--- src/rtl/usb_tx_pkg.sv ---
// rtl/usb_tx_pkg.sv - shared constants and types for the USB transmit encoder
package usb_tx_pkg;

    localparam int SYNC_LEN  = 8;
    localparam int PID_LEN   = 8;
    localparam int CRC5_LEN  = 5;
    localparam int CRC16_LEN = 16;
    localparam int DATA_LEN  = 64;

    // {d_plus, d_minus}
    localparam logic [1:0] LINE_J   = 2'b10;
    localparam logic [1:0] LINE_K   = 2'b01;
    localparam logic [1:0] LINE_SE0 = 2'b00;

    typedef enum logic [2:0] {
        FLD_NONE,
        FLD_SYNC,
        FLD_PID,
        FLD_CRC5,
        FLD_CRC16,
        FLD_DATA
    } field_e;

endpackage

--- src/rtl/usb_tx_encoder_if.sv ---
// rtl/usb_tx_encoder_if.sv - control-unit to line-encoder bundle
interface usb_tx_encoder_if;

    logic        sync_load_enable;
    logic        pid_load_enable;
    logic        crc5_load_enable;
    logic        crc16_load_enable;
    logic        data_load_enable;
    logic [7:0]  trans_sync;
    logic [7:0]  trans_pid;
    logic [4:0]  trans_crc5;
    logic [15:0] trans_crc16;
    logic [63:0] trans_data;
    logic        idle_transmitting;
    logic        sync_transmitting;
    logic        pid_transmitting;
    logic        crc5_transmitting;
    logic        crc16_transmitting;
    logic        data_transmitting;
    logic        eop_transmitting;
    logic        sync_bits_transmitted;
    logic        pid_bits_transmitted;
    logic        crc5_bits_transmitted;
    logic        crc16_bits_transmitted;
    logic        data_bits_transmitted;
    logic        d_plus;
    logic        d_minus;

    modport master (
        output sync_load_enable, pid_load_enable, crc5_load_enable, crc16_load_enable, data_load_enable,
        output trans_sync, trans_pid, trans_crc5, trans_crc16, trans_data,
        output idle_transmitting, sync_transmitting, pid_transmitting, crc5_transmitting,
        output crc16_transmitting, data_transmitting, eop_transmitting,
        input  sync_bits_transmitted, pid_bits_transmitted, crc5_bits_transmitted,
        input  crc16_bits_transmitted, data_bits_transmitted, d_plus, d_minus
    );

    modport slave (
        input  sync_load_enable, pid_load_enable, crc5_load_enable, crc16_load_enable, data_load_enable,
        input  trans_sync, trans_pid, trans_crc5, trans_crc16, trans_data,
        input  idle_transmitting, sync_transmitting, pid_transmitting, crc5_transmitting,
        input  crc16_transmitting, data_transmitting, eop_transmitting,
        output sync_bits_transmitted, pid_bits_transmitted, crc5_bits_transmitted,
        output crc16_bits_transmitted, data_bits_transmitted, d_plus, d_minus
    );

endinterface

--- src/rtl/tx_bit_stuffer.sv ---
// rtl/tx_bit_stuffer.sv - ones counter, stuff decision and NRZI level
module tx_bit_stuffer #(
    parameter int STUFF_LEN = 6
) (
    input  logic clk,
    input  logic n_rst,
    input  logic strobe_i,
    input  logic bit_i,
    input  logic clear_i,
    output logic stuff_o,
    output logic ones_full_next_o,
    output logic sym_level_o
);

    logic [3:0] ones_q;
    logic [3:0] ones_sym;
    logic       level_q;

    // a pending stuff takes the bit slot instead of the data bit
    assign stuff_o = (ones_q == 4'(STUFF_LEN));

    // level and ones count that the symbol of this bit time would produce (level 1 = J)
    always_comb begin
        ones_sym    = 4'd0;
        sym_level_o = ~level_q;
        if (!stuff_o && bit_i) begin
            ones_sym    = ones_q + 4'd1;
            sym_level_o = level_q;
        end
    end

    assign ones_full_next_o = (ones_sym == 4'(STUFF_LEN));

    // commit the symbol on each strobe; EOP/idle return the line to J with no run of ones
    always_ff @(posedge clk) begin
        if (!n_rst) begin
            ones_q  <= 4'd0;
            level_q <= 1'b1;
        end else if (clear_i) begin
            ones_q  <= 4'd0;
            level_q <= 1'b1;
        end else if (strobe_i) begin
            ones_q  <= ones_sym;
            level_q <= sym_level_o;
        end
    end

endmodule

--- src/rtl/usb_tx_encoder.sv ---
// rtl/usb_tx_encoder.sv - field serializer with bit stuffing, NRZI and EOP/idle line drive
module usb_tx_encoder
    import usb_tx_pkg::*;
#(
    parameter int CLKS_PER_BIT = 1,
    parameter int STUFF_LEN    = 6
) (
    input  logic             clk,
    input  logic             n_rst,
    usb_tx_encoder_if.slave  bus
);

    logic [63:0] shift_q, shift_d;
    logic [6:0]  rem_q, rem_d;
    logic [3:0]  timer_q, timer_d;
    logic        busy_q, busy_d;
    logic        fin_q, fin_d;
    logic [1:0]  line_q, line_d;
    logic [4:0]  done_q, done_d;

    field_e      fld;
    logic        load;
    logic [63:0] load_val;
    logic [6:0]  load_len;
    logic        active;
    logic        strobe;
    logic        wrap;
    logic        fin_now;
    logic        se_phase;
    logic        stuff;
    logic        ones_full_next;
    logic        sym_level;

    // resolve the active field flag; EOP and idle override every field
    always_comb begin
        fld = FLD_NONE;
        if (bus.eop_transmitting || bus.idle_transmitting) fld = FLD_NONE;
        else if (bus.data_transmitting)                    fld = FLD_DATA;
        else if (bus.crc16_transmitting)                   fld = FLD_CRC16;
        else if (bus.crc5_transmitting)                    fld = FLD_CRC5;
        else if (bus.pid_transmitting)                     fld = FLD_PID;
        else if (bus.sync_transmitting)                    fld = FLD_SYNC;
    end

    // select the value and length of the field being loaded
    always_comb begin
        load_val = 64'd0;
        load_len = 7'd0;
        if (bus.data_load_enable) begin
            load_val = bus.trans_data;
            load_len = 7'(DATA_LEN);
        end else if (bus.crc16_load_enable) begin
            load_val = {48'd0, bus.trans_crc16};
            load_len = 7'(CRC16_LEN);
        end else if (bus.crc5_load_enable) begin
            load_val = {59'd0, bus.trans_crc5};
            load_len = 7'(CRC5_LEN);
        end else if (bus.pid_load_enable) begin
            load_val = {56'd0, bus.trans_pid};
            load_len = 7'(PID_LEN);
        end else if (bus.sync_load_enable) begin
            load_val = {56'd0, bus.trans_sync};
            load_len = 7'(SYNC_LEN);
        end
    end

    assign load     = bus.sync_load_enable | bus.pid_load_enable | bus.crc5_load_enable |
                      bus.crc16_load_enable | bus.data_load_enable;
    assign se_phase = bus.eop_transmitting | bus.idle_transmitting;
    assign active   = (fld != FLD_NONE) && busy_q && !load;
    assign strobe   = active && (timer_q == 4'd0);
    assign wrap     = (timer_q == 4'(CLKS_PER_BIT - 1));

    tx_bit_stuffer #(.STUFF_LEN(STUFF_LEN)) u_stuffer (
        .clk              (clk),
        .n_rst            (n_rst),
        .strobe_i         (strobe),
        .bit_i            (shift_q[0]),
        .clear_i          (se_phase),
        .stuff_o          (stuff),
        .ones_full_next_o (ones_full_next),
        .sym_level_o      (sym_level)
    );

    // next state: load, line-state phases, then symbol emission and the field-complete pulse
    always_comb begin
        shift_d = shift_q;
        rem_d   = rem_q;
        timer_d = timer_q;
        busy_d  = busy_q;
        fin_d   = fin_q;
        line_d  = line_q;
        done_d  = 5'd0;
        fin_now = 1'b0;
        if (load) begin
            shift_d = load_val;
            rem_d   = load_len;
            timer_d = 4'd0;
            busy_d  = 1'b1;
            fin_d   = 1'b0;
        end else if (bus.eop_transmitting) begin
            line_d  = LINE_SE0;
            timer_d = 4'd0;
            busy_d  = 1'b0;
        end else if (bus.idle_transmitting) begin
            line_d  = LINE_J;
            timer_d = 4'd0;
            busy_d  = 1'b0;
        end else if (active) begin
            timer_d = wrap ? 4'd0 : timer_q + 4'd1;
            if (strobe) begin
                line_d = sym_level ? LINE_J : LINE_K;
                if (stuff) begin
                    fin_now = (rem_q == 7'd0);
                end else begin
                    shift_d = shift_q >> 1;
                    rem_d   = rem_q - 7'd1;
                    fin_now = (rem_q == 7'd1) && !ones_full_next;
                end
                fin_d = fin_now;
            end
            // the pulse lands at the end of the final symbol's bit time
            if (wrap && (strobe ? fin_now : fin_q)) begin
                busy_d = 1'b0;
                fin_d  = 1'b0;
                case (fld)
                    FLD_SYNC:  done_d = 5'b00001;
                    FLD_PID:   done_d = 5'b00010;
                    FLD_CRC5:  done_d = 5'b00100;
                    FLD_CRC16: done_d = 5'b01000;
                    FLD_DATA:  done_d = 5'b10000;
                    default:   done_d = 5'b00000;
                endcase
            end
        end
    end

    // state registers; reset aborts any field without a pulse and parks the line at J
    always_ff @(posedge clk) begin
        if (!n_rst) begin
            shift_q <= 64'd0;
            rem_q   <= 7'd0;
            timer_q <= 4'd0;
            busy_q  <= 1'b0;
            fin_q   <= 1'b0;
            line_q  <= LINE_J;
            done_q  <= 5'd0;
        end else begin
            shift_q <= shift_d;
            rem_q   <= rem_d;
            timer_q <= timer_d;
            busy_q  <= busy_d;
            fin_q   <= fin_d;
            line_q  <= line_d;
            done_q  <= done_d;
        end
    end

    assign bus.d_plus                 = line_q[1];
    assign bus.d_minus                = line_q[0];
    assign bus.sync_bits_transmitted  = done_q[0];
    assign bus.pid_bits_transmitted   = done_q[1];
    assign bus.crc5_bits_transmitted  = done_q[2];
    assign bus.crc16_bits_transmitted = done_q[3];
    assign bus.data_bits_transmitted  = done_q[4];

endmodule

--- src/flat_wrapper.sv ---
// flat-port wrapper written by rule: the top's interface ports become plain ports
module usb_tx_encoder_flat import usb_tx_pkg::*;
#(
    parameter int CLKS_PER_BIT = 1,
    parameter int STUFF_LEN    = 6
)
  (clk, n_rst, bus_sync_load_enable, bus_pid_load_enable, bus_crc5_load_enable, bus_crc16_load_enable, bus_data_load_enable, bus_trans_sync, bus_trans_pid, bus_trans_crc5, bus_trans_crc16, bus_trans_data, bus_idle_transmitting, bus_sync_transmitting, bus_pid_transmitting, bus_crc5_transmitting, bus_crc16_transmitting, bus_data_transmitting, bus_eop_transmitting, bus_sync_bits_transmitted, bus_pid_bits_transmitted, bus_crc5_bits_transmitted, bus_crc16_bits_transmitted, bus_data_bits_transmitted, bus_d_plus, bus_d_minus);
  usb_tx_encoder_if bus_i ();
  input  logic clk;
  input  logic n_rst;
  input wire logic [$bits(bus_i.sync_load_enable)-1:0] bus_sync_load_enable;
  input wire logic [$bits(bus_i.pid_load_enable)-1:0] bus_pid_load_enable;
  input wire logic [$bits(bus_i.crc5_load_enable)-1:0] bus_crc5_load_enable;
  input wire logic [$bits(bus_i.crc16_load_enable)-1:0] bus_crc16_load_enable;
  input wire logic [$bits(bus_i.data_load_enable)-1:0] bus_data_load_enable;
  input wire logic [$bits(bus_i.trans_sync)-1:0] bus_trans_sync;
  input wire logic [$bits(bus_i.trans_pid)-1:0] bus_trans_pid;
  input wire logic [$bits(bus_i.trans_crc5)-1:0] bus_trans_crc5;
  input wire logic [$bits(bus_i.trans_crc16)-1:0] bus_trans_crc16;
  input wire logic [$bits(bus_i.trans_data)-1:0] bus_trans_data;
  input wire logic [$bits(bus_i.idle_transmitting)-1:0] bus_idle_transmitting;
  input wire logic [$bits(bus_i.sync_transmitting)-1:0] bus_sync_transmitting;
  input wire logic [$bits(bus_i.pid_transmitting)-1:0] bus_pid_transmitting;
  input wire logic [$bits(bus_i.crc5_transmitting)-1:0] bus_crc5_transmitting;
  input wire logic [$bits(bus_i.crc16_transmitting)-1:0] bus_crc16_transmitting;
  input wire logic [$bits(bus_i.data_transmitting)-1:0] bus_data_transmitting;
  input wire logic [$bits(bus_i.eop_transmitting)-1:0] bus_eop_transmitting;
  output wire logic [$bits(bus_i.sync_bits_transmitted)-1:0] bus_sync_bits_transmitted;
  output wire logic [$bits(bus_i.pid_bits_transmitted)-1:0] bus_pid_bits_transmitted;
  output wire logic [$bits(bus_i.crc5_bits_transmitted)-1:0] bus_crc5_bits_transmitted;
  output wire logic [$bits(bus_i.crc16_bits_transmitted)-1:0] bus_crc16_bits_transmitted;
  output wire logic [$bits(bus_i.data_bits_transmitted)-1:0] bus_data_bits_transmitted;
  output wire logic [$bits(bus_i.d_plus)-1:0] bus_d_plus;
  output wire logic [$bits(bus_i.d_minus)-1:0] bus_d_minus;
  assign bus_i.sync_load_enable = bus_sync_load_enable;
  assign bus_i.pid_load_enable = bus_pid_load_enable;
  assign bus_i.crc5_load_enable = bus_crc5_load_enable;
  assign bus_i.crc16_load_enable = bus_crc16_load_enable;
  assign bus_i.data_load_enable = bus_data_load_enable;
  assign bus_i.trans_sync = bus_trans_sync;
  assign bus_i.trans_pid = bus_trans_pid;
  assign bus_i.trans_crc5 = bus_trans_crc5;
  assign bus_i.trans_crc16 = bus_trans_crc16;
  assign bus_i.trans_data = bus_trans_data;
  assign bus_i.idle_transmitting = bus_idle_transmitting;
  assign bus_i.sync_transmitting = bus_sync_transmitting;
  assign bus_i.pid_transmitting = bus_pid_transmitting;
  assign bus_i.crc5_transmitting = bus_crc5_transmitting;
  assign bus_i.crc16_transmitting = bus_crc16_transmitting;
  assign bus_i.data_transmitting = bus_data_transmitting;
  assign bus_i.eop_transmitting = bus_eop_transmitting;
  assign bus_sync_bits_transmitted = bus_i.sync_bits_transmitted;
  assign bus_pid_bits_transmitted = bus_i.pid_bits_transmitted;
  assign bus_crc5_bits_transmitted = bus_i.crc5_bits_transmitted;
  assign bus_crc16_bits_transmitted = bus_i.crc16_bits_transmitted;
  assign bus_data_bits_transmitted = bus_i.data_bits_transmitted;
  assign bus_d_plus = bus_i.d_plus;
  assign bus_d_minus = bus_i.d_minus;
  usb_tx_encoder #(.CLKS_PER_BIT(CLKS_PER_BIT), .STUFF_LEN(STUFF_LEN)) u_core (.clk(clk), .n_rst(n_rst), .bus(bus_i));
endmodule
--- config.mk ---
export PLATFORM = sky130hd
export DESIGN_NAME = usb_tx_encoder_flat
export DESIGN_NICKNAME = d
export VERILOG_FILES = /design/src/rtl/usb_tx_pkg.sv /design/src/rtl/usb_tx_encoder_if.sv /design/src/rtl/tx_bit_stuffer.sv /design/src/rtl/usb_tx_encoder.sv /design/src/flat_wrapper.sv
export SDC_FILE = /design/constraint.sdc
export NUM_CORES = 1
export LEC_CHECK = 0
export CAP_MARGIN = 10
export CORE_UTILIZATION = 44
export CTS_BUF_LIST = sky130_fd_sc_hd__clkbuf_4
export CTS_CLUSTER_DIAMETER = 200
export CTS_CLUSTER_SIZE = 20
export DETAILED_ROUTE_END_ITERATION = 6
export GPL_TIMING_DRIVEN = 0
export PLACE_DENSITY_LB_ADDON = 0.05
export SLEW_MARGIN = 0
export SYNTH_ARGS = -nofsm -noshare
export SYNTH_HDL_FRONTEND = slang
export SYNTH_SLANG_ARGS = --single-unit
--- constraint.sdc ---
create_clock -name clk -period 2 [get_ports clk]
set_clock_uncertainty 0.2 [all_clocks]
set_input_delay 0.2 -clock clk [delete_from_list [all_inputs] [get_ports clk]]
set_output_delay 0.2 -clock clk [all_outputs]
set_load 0.1 [all_outputs]
==> results of run 1 <==
==> worst max-delay path, delay by kind of cell <==
family                 cells  cell delay [ns]
AO/OA/AOI/OAI              3             0.42
buffers and inverters      4             0.79
AND/OR/NAND/NOR            2             0.77
==> final cells by class <==
type / instances / area share [%]
Buffer: 40 / 4.29
Clock inverter: 6 / 0.722
Multi-Input combinational cell: 401 / 38.9
Timing Repair Buffer: 146 / 23.4
Tap cell: 129 / 2.59
Clock buffer: 9 / 1.08
Sequential cell: 88 / 28.4
Inverter: 9 / 0.582
==> timing repair <==
action	4_1_cts	5_1_grt
buffers inserted	15	8
resized for setup	77	89
hold buffers	2	0
pin swaps	7	14
cloned	0	2
endpoints found under the hold margin	5	0
endpoints found under the setup margin	91	81
==> stage by stage <==
step / TNS (ns) / area, sq um
detailed placement: -50.73 / 5560
global placement: -49.69 / 5560
finish: -0.0657 / 6240
global route: -2.13 / 6240
floorplan: -0.0281 / 4210
CTS: -0.213 / 5980
==> state kept, by name (all words and copies together) (netlist names) <==
signal,cells
u_core.line_q,2
u_core.timer_q,4
u_core.shift_q,64
u_core.u_stuffer.ones_q,4
u_core.rem_q,7
u_core.u_stuffer.level_q,1
u_core.done_q,5
u_core.busy_q,1
==> cells by family after synthesis <==
group,Yosys count
AO/OA/AOI/OAI,246
AND/OR/NAND/NOR,138
flip-flops,88
buffers and inverters,49
adder cells (fa/ha/maj),7
XOR/XNOR,6
multiplexers,4
==> how the worst max path moves through the flow <==
stage,endpoint,slack [ns],from
after detailed placement,u_core.shift_q[23]$_SDFFE_PN0P_,-0.70,bus_crc16_load_enable
after floorplan,u_core.rem_q[4]$_SDFFE_PN0P_,-0.03,u_core.timer_q[0]$_SDFFE_PP0P_
after CTS,u_core.done_q[0]$_SDFF_PP0_,-0.05,u_core.u_stuffer.ones_q[0]$_SDFFE_PP0P_
after global routing,u_core.done_q[0]$_SDFF_PP0_,-0.1,u_core.u_stuffer.ones_q[0]$_SDFFE_PP0P_
after global placement,u_core.shift_q[50]$_SDFFE_PN0P_,-0.69,bus_crc16_load_enable
final,u_core.rem_q[6]$_SDFFE_PN0P_,-0.04,bus_crc16_load_enable
==> power breakdown <==
part	leakage, nW	switching (W)	total [W]	internal [W]
registers	0.725	0.0000414	0.00187	0.00183
logic	1.50	0.000267	0.000601	0.000334
clock network	0.0560	0.000634	0.000888	0.000254
total	2.28	0.000942	0.00336	0.00241
==> cell usage in the layout (no fill, tap or decap), drive strengths merged, types with 4 or more instances in the layout <==
| cell | n |
|---|---|
| o21ai | 123 |
| a31oi | 8 |
| inv | 10 |
| clkdlybuf4s50 | 110 |
| a22oi | 6 |
| nor2 | 19 |
| nor3 | 8 |
| dfxtp | 88 |
| nor3b | 4 |
| a21oi | 72 |
| nand3 | 8 |
| ha | 7 |
| clkbuf | 38 |
| or3 | 5 |
| and3 | 4 |
| buf | 37 |
| o22ai | 6 |
| a22o | 5 |
| clkdlybuf4s15 | 6 |
| nand2 | 72 |
==> metal layers <==
| metal | vias up | part of all wire, % |
|---|---|---|
| met5 | - | 0 |
| met3 | 40 | 5.3 |
| met4 | 0 | 3.4 |
| li1 | 2268 | - |
| met1 | 2141 | 41 |
| met2 | 158 | 51 |
==> impl_metrics.env, run 1 <==
export IMPL_outcome="finished with violations"
export IMPL_violations="setup timing"
export IMPL_yosysMostFrequentCell="o21ai_0"
export IMPL_busiest_layer="met2"
export IMPL_placed_cells=786
export IMPL_critPathKind="in2reg"
export IMPL_reg2regPathDepth=10
export IMPL_synth_compound_area_share_pct=33.0
export IMPL_regToRegSetupSlack_ns=-0.01
export IMPL_crit_arrival_ns=2.18
export IMPL_worst_path_max_delay_cell="or3_4"
export IMPL_syn_nets=660
export IMPL_max_slew_margin_pct=61.1
export IMPL_start_util_pct=45.4
export IMPL_final_hold_viol_count=0
export IMPL_synth_common_cells="o21ai_0 (118), dfxtp_1 (88), a21oi_1 (72), nand2_1 (72), clkbuf_1 (34)"
export IMPL_post_route_min_period_ns=2.04
export IMPL_io_pins=122
export IMPL_synthArstFlopShare_pct=0
export IMPL_grt_max_degree=16
export IMPL_core_area_sq_um=9240
export IMPL_max_freq_mhz=489
export IMPL_yosys_area_share_xor_xnor_pct=1.25
export IMPL_synth_edf_count=0
export IMPL_crit_fanout=8
export IMPL_finalHoldWorstSlack_ns=0.0302
export IMPL_drive_gt1_share_pct=15.5
export IMPL_reg2reg_from="u_core.timer_q[1]$_SDFFE_PP0P_"
export IMPL_dp_hpwl_mm=8.83
export IMPL_setup_ws_ns=-0.0440
export IMPL_endpoint_kind="register"
export IMPL_slowest_delay_ns=0.41
export IMPL_max_cap_violations=0
export IMPL_synth_area_sq_um=4190
export IMPL_dieArea_sq_um=9930
export IMPL_cts_buffers=9
export IMPL_place_ws_ns=-0.698
export IMPL_synth_distinct_cells=54
export IMPL_p_per_area_nw_per_um2=538
export IMPL_synthCells=538
export IMPL_die_w_microns=99.6
export IMPL_hp_class="in2reg"
export IMPL_multiInputGateArea_sq_um=2430
export IMPL_use_met2_pct=45.9
export IMPL_routed_wl_mm=12.9
export IMPL_setup_violations_final=3
export IMPL_finish_utilization_pct=67.5
export IMPL_startpoint_type="primary input"
export IMPL_grt_use_total_pct=25.7
export IMPL_p_leak_nw=2.28
export IMPL_cts_tree="yes"
export IMPL_clk_pin_slew_ns=0.14
export IMPL_yosysTopAreaCell="dfxtp_1"
export IMPL_grt_antenna_before_repair=0
export IMPL_ctsHtreeMaxLevel=3
export IMPL_rsz0062_at_grt="yes"
export IMPL_layoutNonFillerInstCount=828
export IMPL_fill_cells=791
export IMPL_gr_total_overflow=0
export IMPL_cts_sinks=88
export IMPL_yosys_warnings=0
export IMPL_cp_required_ns=2.13
export IMPL_area_growth_pct=48.7
export IMPL_gp_congestion=0.863
export IMPL_cts_path_max_buffers=2
export IMPL_drcViolationCount=0
export IMPL_via_count=4607
export IMPL_synth_simple_area_share_pct=15.9
export IMPL_final_nets=817
export IMPL_min_path_cells=5
export IMPL_root_buffer="clkbuf_4"
export IMPL_wl_per_cell_microns=15.6
export IMPL_via_per_inst=5.56
export IMPL_final_max_slew_violation_count=0
export IMPL_diodes=0
export IMPL_grt_util_met3_pct=4.15
export IMPL_ant_nets=0
export IMPL_numPortBuffers=119
export IMPL_synth_seq_cells=88
export IMPL_ir_worst_vdd_mv=0.290
export IMPL_synth_top_family_by_area="compound AO/OA/AOI/OAI gates"
export IMPL_grt_pass1_vias=4403
export IMPL_drt_pass1_iter_count=6
export IMPL_holdPathEnd="u_core.shift_q[3]$_SDFFE_PN0P_"
export IMPL_synthTopCellsByArea="dfxtp_1 (42%), o21ai_0 (14%), a21oi_1 (8.6%)"
export IMPL_yosysTopAreaCellShare_pct=42.0
export IMPL_insertion_delay_ns=0.43
export IMPL_die_y_microns=99.6
export IMPL_crit_chain="dlygate4sd2_1 -> or3_4 -> nor3_4 -> buf_4 -> o21ai_4 -> buf_12 -> buf_6 -> o21a_1 -> o221a_2"
export IMPL_synthAdderAreaFrac_pct=2.09
export IMPL_grt_util_met1_pct=30.2
export IMPL_rr_endpoint="u_core.rem_q[6]$_SDFFE_PN0P_"
export IMPL_fp_row_count=35
export IMPL_register_area_sq_um=1770
export IMPL_avgSynthCellArea_sq_um=7.80
export IMPL_synth_ff_type="dfxtp_1"
export IMPL_worst_pin_slew_ns=0.583
export IMPL_synthMuxAreaShare_pct=0.984
export IMPL_grt_pass1_wl_mm=20.2
export IMPL_post_route_period_util_pct=102
export IMPL_ys_seq_area_share_pct=42.0
export IMPL_design_power_total_w=0.00336
export IMPL_min_delay_start="bus_crc5_load_enable"
export IMPL_drtIter0Drc=186
Power figures use the tool's default switching activity.
==> run 2: changes to the inputs <==
--- a/config.mk
+++ b/config.mk
@@ -6,6 +6,7 @@
 export NUM_CORES = 1
 export LEC_CHECK = 0
 export CAP_MARGIN = 10
+export CORE_ASPECT_RATIO = 0.5
 export CORE_UTILIZATION = 44
 export CTS_BUF_LIST = sky130_fd_sc_hd__clkbuf_4
 export CTS_CLUSTER_DIAMETER = 200
==> impl_metrics.env, run 2 (synthesis results as in run 1) <==
export IMPL_grt_pass1_wl_mm=20.7
export IMPL_final_nets=816
export IMPL_internal_power_w=0.00269
export IMPL_numPortBuffers=119
export IMPL_ctsHtreeMaxLevel=3
export IMPL_layout_commonest_cell="clkdlybuf4s50_1"
export IMPL_grt_use_total_pct=26.3
export IMPL_diodes=0
export IMPL_max_cap_violations=0
export IMPL_grt_antenna_before_repair=0
export IMPL_comb_power_share_pct=16.5
export IMPL_reg2regPathDepth=10
export IMPL_swShare_pct=25.8
export IMPL_largestRegisters="u_core.shift_q (64), u_core.rem_q (7), u_core.done_q (5)"
export IMPL_grt_util_met3_pct=6.64
export IMPL_grt_util_met1_pct=34.1
export IMPL_p_per_area_nw_per_um2=584
export IMPL_setup_ws_ns=-0.0683
export IMPL_grt_pass1_vias=4339
export IMPL_design_area_sq_um=6210
export IMPL_place_area_sq_um=5540
export IMPL_violations="setup timing"
export IMPL_slowest_delay_ns=0.35
export IMPL_max_freq_mhz=483
export IMPL_cts_tree="yes"
export IMPL_final_max_slew_violation_count=0
export IMPL_drt_pass1_iter_count=5
export IMPL_via_per_inst=5.65
export IMPL_rr_endpoint="u_core.rem_q[6]$_SDFFE_PN0P_"
export IMPL_mostFrequentLayoutCells="clkdlybuf4s50_1 (111), o21ai_0 (91), dfxtp_1 (84)"
export IMPL_die_y_microns=71.0
export IMPL_startpoint="u_core.u_stuffer.ones_q[0]$_SDFFE_PP0P_"
export IMPL_cts_path_max_buffers=2
export IMPL_insertion_delay_ns=0.45
export IMPL_fill_cells=738
export IMPL_post_route_period_util_pct=103
export IMPL_dp_hpwl_mm=8.96
export IMPL_pwr_share_clk_pct=31.9
export IMPL_post_route_min_period_ns=2.07
export IMPL_drcViolationCount=0
export IMPL_reg2reg_from="u_core.u_stuffer.ones_q[0]$_SDFFE_PP0P_"
export IMPL_ant_nets=0
export IMPL_root_buffer="clkbuf_4"
export IMPL_ir_worst_vdd_mv=0.299
export IMPL_regMostFlops="u_core.shift_q"
export IMPL_grt_max_degree=16
export IMPL_core_area_sq_um=8980
export IMPL_min_delay_start="bus_crc5_load_enable"
export IMPL_p_switching_w=0.000936
export IMPL_max_slew_margin_pct=61.8
export IMPL_p_leak_nw=2.29
export IMPL_hp_class="in2reg"
export IMPL_busiest_layer="met2"
export IMPL_startpoint_type="register"
export IMPL_p_seq_share_pct=51.6
export IMPL_cts_sinks=88
export IMPL_worst_path_max_delay_cell="dfxtp_2"
export IMPL_drtIter0Drc=299
export IMPL_clk_pin_slew_ns=0.14
export IMPL_fp_row_count=24
export IMPL_wl_per_cell_microns=15.9
export IMPL_gp_congestion=0.824
export IMPL_endpoint_kind="register"
export IMPL_start_util_pct=46.7
export IMPL_io_pins=122
export IMPL_holdPathEnd="u_core.shift_q[1]$_SDFFE_PN0P_"
export IMPL_drive_gt1_share_pct=15.9
export IMPL_cp_required_ns=2.15
export IMPL_crit_fanout=7
export IMPL_critPathKind="reg2reg"
export IMPL_final_hold_viol_count=0
export IMPL_outcome="finished with violations"
export IMPL_crit_chain="inv_2 -> ha_4 -> nand3b_1 -> buf_6 -> nand2_8 -> o21ai_4 -> buf_12 -> buf_4 -> o21a_1 -> o221a_2"
export IMPL_setup_violations_final=2
export IMPL_dieArea_sq_um=9950
export IMPL_largest_reg_flops=64
export IMPL_place_ws_ns=-0.715
export IMPL_die_w_microns=140
export IMPL_regToRegSetupSlack_ns=-0.07
export IMPL_routed_wl_mm=13.0
export IMPL_gr_total_overflow=0
export IMPL_area_growth_pct=48.0
export IMPL_via_count=4614
export IMPL_use_met2_pct=44.3
export IMPL_crit_arrival_ns=2.21
export IMPL_cts_buffers=9
export IMPL_worst_pin_slew_ns=0.574
export IMPL_rsz0062_at_grt="yes"
export IMPL_min_path_cells=4
export IMPL_multiInputGateArea_sq_um=2410
export IMPL_register_area_sq_um=1770
==> run 2: cell count changes in the layout (fill, tap and decap cells not counted), sizes merged, moves of 2 or more <==
cell      previous run  this run
clkbuf              38        41
buf                 37        33
clkinvlp             2         0
bufinv               0         2
==> run 2: worst max-delay path, delay by kind of cell (launching register included) <==
family / cells / cell delay, ns
buffers and inverters: 4 / 0.57
AOI/OAI and AO/OA: 3 / 0.42
DFF: 1 / 0.35
and+or+nand+nor: 2 / 0.29
adders and majority gates: 1 / 0.12
==> run 2: worst max path at each step <==
stage                                                  to  slack, ns  depth (start not counted)
after floorplan              u_core.rem_q[4]$_SDFFE_PN0P_      -0.03                          8
after global placement    u_core.shift_q[39]$_SDFFE_PN0P_      -0.73                          7
after CTS                     u_core.done_q[0]$_SDFF_PP0_     -0.006                          7
after detailed placement  u_core.shift_q[32]$_SDFFE_PN0P_      -0.71                          7
after global routing         u_core.rem_q[6]$_SDFFE_PN0P_       -0.1                         10
final                        u_core.rem_q[6]$_SDFFE_PN0P_      -0.07                         10
==> run 2: what timing repair did <==
item                       CTS  global route
gates cloned                 0             0
resized for setup           72            69
pin swaps                    6             9
setup endpoints to repair   90            67
hold buffers                 2             0
hold endpoints to repair     5             0
buffers inserted            18             8
==> run 2: layout make-up <==
type | count | share of cell area (%)
plain buffers | 39 | 4.07
repair buffers | 146 | 23.0
clock inverters | 6 | 1.47
clock buffers | 10 | 1.21
well taps | 117 | 2.36
inverters | 9 | 0.544
flip-flops and latches | 88 | 28.5
multi-input cells | 401 | 38.8
==> run 2: metrics by stage <==
step                      TNS (ns)  cells  hold slack, ns  utilization, %  total power (W)
after CTS                 -0.00619    810          0.0567            67.2          0.00361
after global routing         -1.31    816          0.0368            69.1          0.00378
final                      -0.0707    816          0.0682            69.1          0.00362
after detailed placement    -51.49    774           0.251            61.7          0.00246
after global placement      -52.25    774           0.251            61.7          0.00245
after floorplan            -0.0281    538           0.122               -          0.00214
==> run 2: power by group through the flow <==
stage	Sequential [W]	Combinational [W]	Clock, W
2_1_floorplan	0.00190	0.000241	0
3_3_place_gp	0.00190	0.000549	0
3_5_place_dp	0.00190	0.000554	0
4_1_cts	0.00186	0.000576	0.00117
5_1_grt	0.00188	0.000652	0.00125
6_report	0.00187	0.000596	0.00116
==> run 2: routing by layer <==
layer | up-vias | wire, microns
li1 | 2269 | -
met1 | 2152 | 5880
met2 | 172 | 6020
met3 | 21 | 866
met4 | 0 | 213
met5 | - | 0
==> run 3: changes to the inputs <==
--- a/config.mk
+++ b/config.mk
@@ -7,11 +7,12 @@
 export LEC_CHECK = 0
 export CAP_MARGIN = 10
 export CORE_ASPECT_RATIO = 0.5
-export CORE_UTILIZATION = 44
+export CORE_UTILIZATION = 48
 export CTS_BUF_LIST = sky130_fd_sc_hd__clkbuf_4
 export CTS_CLUSTER_DIAMETER = 200
 export CTS_CLUSTER_SIZE = 20
 export DETAILED_ROUTE_END_ITERATION = 6
+export DONT_BUFFER_PORTS = 1
 export GPL_TIMING_DRIVEN = 0
 export PLACE_DENSITY_LB_ADDON = 0.05
 export SLEW_MARGIN = 0
==> impl_metrics.env, run 3 (synthesis results as in run 1) <==
export IMPL_outcome="finished with violations"
export IMPL_violations="setup timing"
export IMPL_largest_reg_flops=64
export IMPL_finish_utilization_pct=75.4
export IMPL_drt_pass1_iter_count=5
export IMPL_regMostFlops="u_core.shift_q"
export IMPL_die_y_microns=68.1
export IMPL_area_growth_pct=48.1
export IMPL_root_buffer="clkbuf_4"
export IMPL_cp_required_ns=2.21
export IMPL_start_util_pct=51.0
export IMPL_crit_arrival_ns=2.26
export IMPL_fill_cells=598
export IMPL_crit_fanout=5
export IMPL_gp_congestion=0.810
export IMPL_routed_wl_mm=14.1
export IMPL_p_per_area_nw_per_um2=582
export IMPL_grt_pass1_vias=4453
export IMPL_worst_pin_slew_ns=1.03
export IMPL_via_per_inst=5.90
export IMPL_drive_gt1_share_pct=14.7
export IMPL_post_route_min_period_ns=2.04
export IMPL_endpoint_kind="register"
export IMPL_reg2regPathDepth=8
export IMPL_critPathKind="reg2reg"
export IMPL_clk_pin_slew_ns=0.14
export IMPL_insertion_delay_ns=0.47
export IMPL_diodes=0
export IMPL_fp_row_count=23
export IMPL_post_route_period_util_pct=102
export IMPL_cts_tree="yes"
export IMPL_place_ws_ns=-0.468
export IMPL_cts_sinks=88
export IMPL_ant_nets=0
export IMPL_numPortBuffers=0
export IMPL_multiInputGateArea_sq_um=2440
export IMPL_min_path_cells=3
export IMPL_hp_class="in2reg"
export IMPL_dieArea_sq_um=9140
export IMPL_p_leak_nw=2.31
export IMPL_largestRegisters="u_core.shift_q (64), u_core.rem_q (7), u_core.done_q (5)"
export IMPL_final_max_slew_violation_count=0
export IMPL_setup_violations_final=4
export IMPL_max_slew_margin_pct=31.1
export IMPL_gr_total_overflow=0
export IMPL_ir_worst_vdd_mv=0.304
export IMPL_cts_path_max_buffers=2
export IMPL_layout_commonest_cell="dlygate4sd3_1"
export IMPL_via_count=4747
export IMPL_setup_ws_ns=-0.0430
export IMPL_final_nets=810
export IMPL_startpoint_type="register"
export IMPL_drcViolationCount=0
export IMPL_wl_per_cell_microns=17.5
export IMPL_final_hold_viol_count=0
export IMPL_die_w_microns=134
export IMPL_io_pins=122
export IMPL_rsz0062_at_grt="yes"
export IMPL_setup_tns_final_ns=-0.0648
export IMPL_grt_max_degree=16
export IMPL_cts_buffers=9
export IMPL_grt_pass1_wl_mm=21.5
export IMPL_grt_antenna_before_repair=0
export IMPL_max_cap_violations=0
export IMPL_max_freq_mhz=489
export IMPL_dp_hpwl_mm=8.03
export IMPL_ctsHtreeMaxLevel=3
export IMPL_register_area_sq_um=1770
export IMPL_mostFrequentLayoutCells="dlygate4sd3_1 (115), o21ai_0 (87), dfxtp_1 (84)"
export IMPL_drtIter0Drc=421
export IMPL_grt_use_total_pct=30.5
export IMPL_core_area_sq_um=8230
[run 3: cell type report]
cell class | count | share of cell area (%)
multi-input cells | 401 | 39.4
flip-flops and latches | 88 | 28.5
repair buffers | 139 | 22.4
plain buffers | 40 | 4.29
well taps | 112 | 2.26
clock inverters | 7 | 1.53
clock buffers | 9 | 1.09
inverters | 9 | 0.544
[run 3: where the power goes]
| group | internal, W | switching (W) | leakage [nW] |
|---|---|---|---|
| logic | 0.000302 | 0.000276 | 1.50 |
| clock network | 0.000510 | 0.000652 | 0.0879 |
| registers | 0.00183 | 0.0000479 | 0.725 |
| total | 0.00264 | 0.000976 | 2.31 |
[run 3: final timing paths]
path                                                               from  slack [ns]                               to
worst max register to register  u_core.u_stuffer.ones_q[0]$_SDFFE_PP0P_       -0.04      u_core.done_q[0]$_SDFF_PP0_
worst min-delay path                                              n_rst        0.05     u_core.rem_q[5]$_SDFFE_PN0P_
worst max-delay path            u_core.u_stuffer.ones_q[0]$_SDFFE_PP0P_       -0.04      u_core.done_q[0]$_SDFF_PP0_
worst min register to register          u_core.shift_q[63]$_SDFFE_PN0P_        0.27  u_core.shift_q[63]$_SDFFE_PN0P_
[run 3: per-stage QoR]
step	area [sq um]	hold WS [ns]	std cells	total power, W
after global routing	6210	0.0470	805	0.00376
after global placement	4350	0.136	650	0.00222
after detailed placement	4350	0.141	650	0.00222
after floorplan	4210	0.122	538	0.00214
after CTS	5840	0.00434	788	0.00356
final	6210	0.0528	805	0.00361
[run 3: layer usage]
metal  global-route usage (%)  routed length, microns  share of wire (%)  up-vias
li1                         -                       -                  -     2254
met1                     37.4                    6020                 43     2242
met2                     52.4                    6790                 48      217
met3                     7.93                     967                6.8       34
met4                     12.1                     334                2.4        0
met5                        0                       0                  0        -
[run 3: worst max-delay path, stage by stage (launching register included)]
cell and delay, ns:
dfxtp_2 0.36, inv_2 0.07, ha_4 0.12, nand3b_1 0.10, buf_6 0.16, mux2_4 0.19, nand4b_1 0.22, nor4_4 0.32
and4b_1 0.25
[run 3: repair_timing]
action | in CTS | in global routing
pin swaps | 4 | 15
resized for setup | 41 | 90
hold buffers | 112 | 4
setup endpoints to repair | 78 | 75
gates cloned | 0 | 3
endpoints found under the hold margin | 83 | 3
buffers inserted | 10 | 11
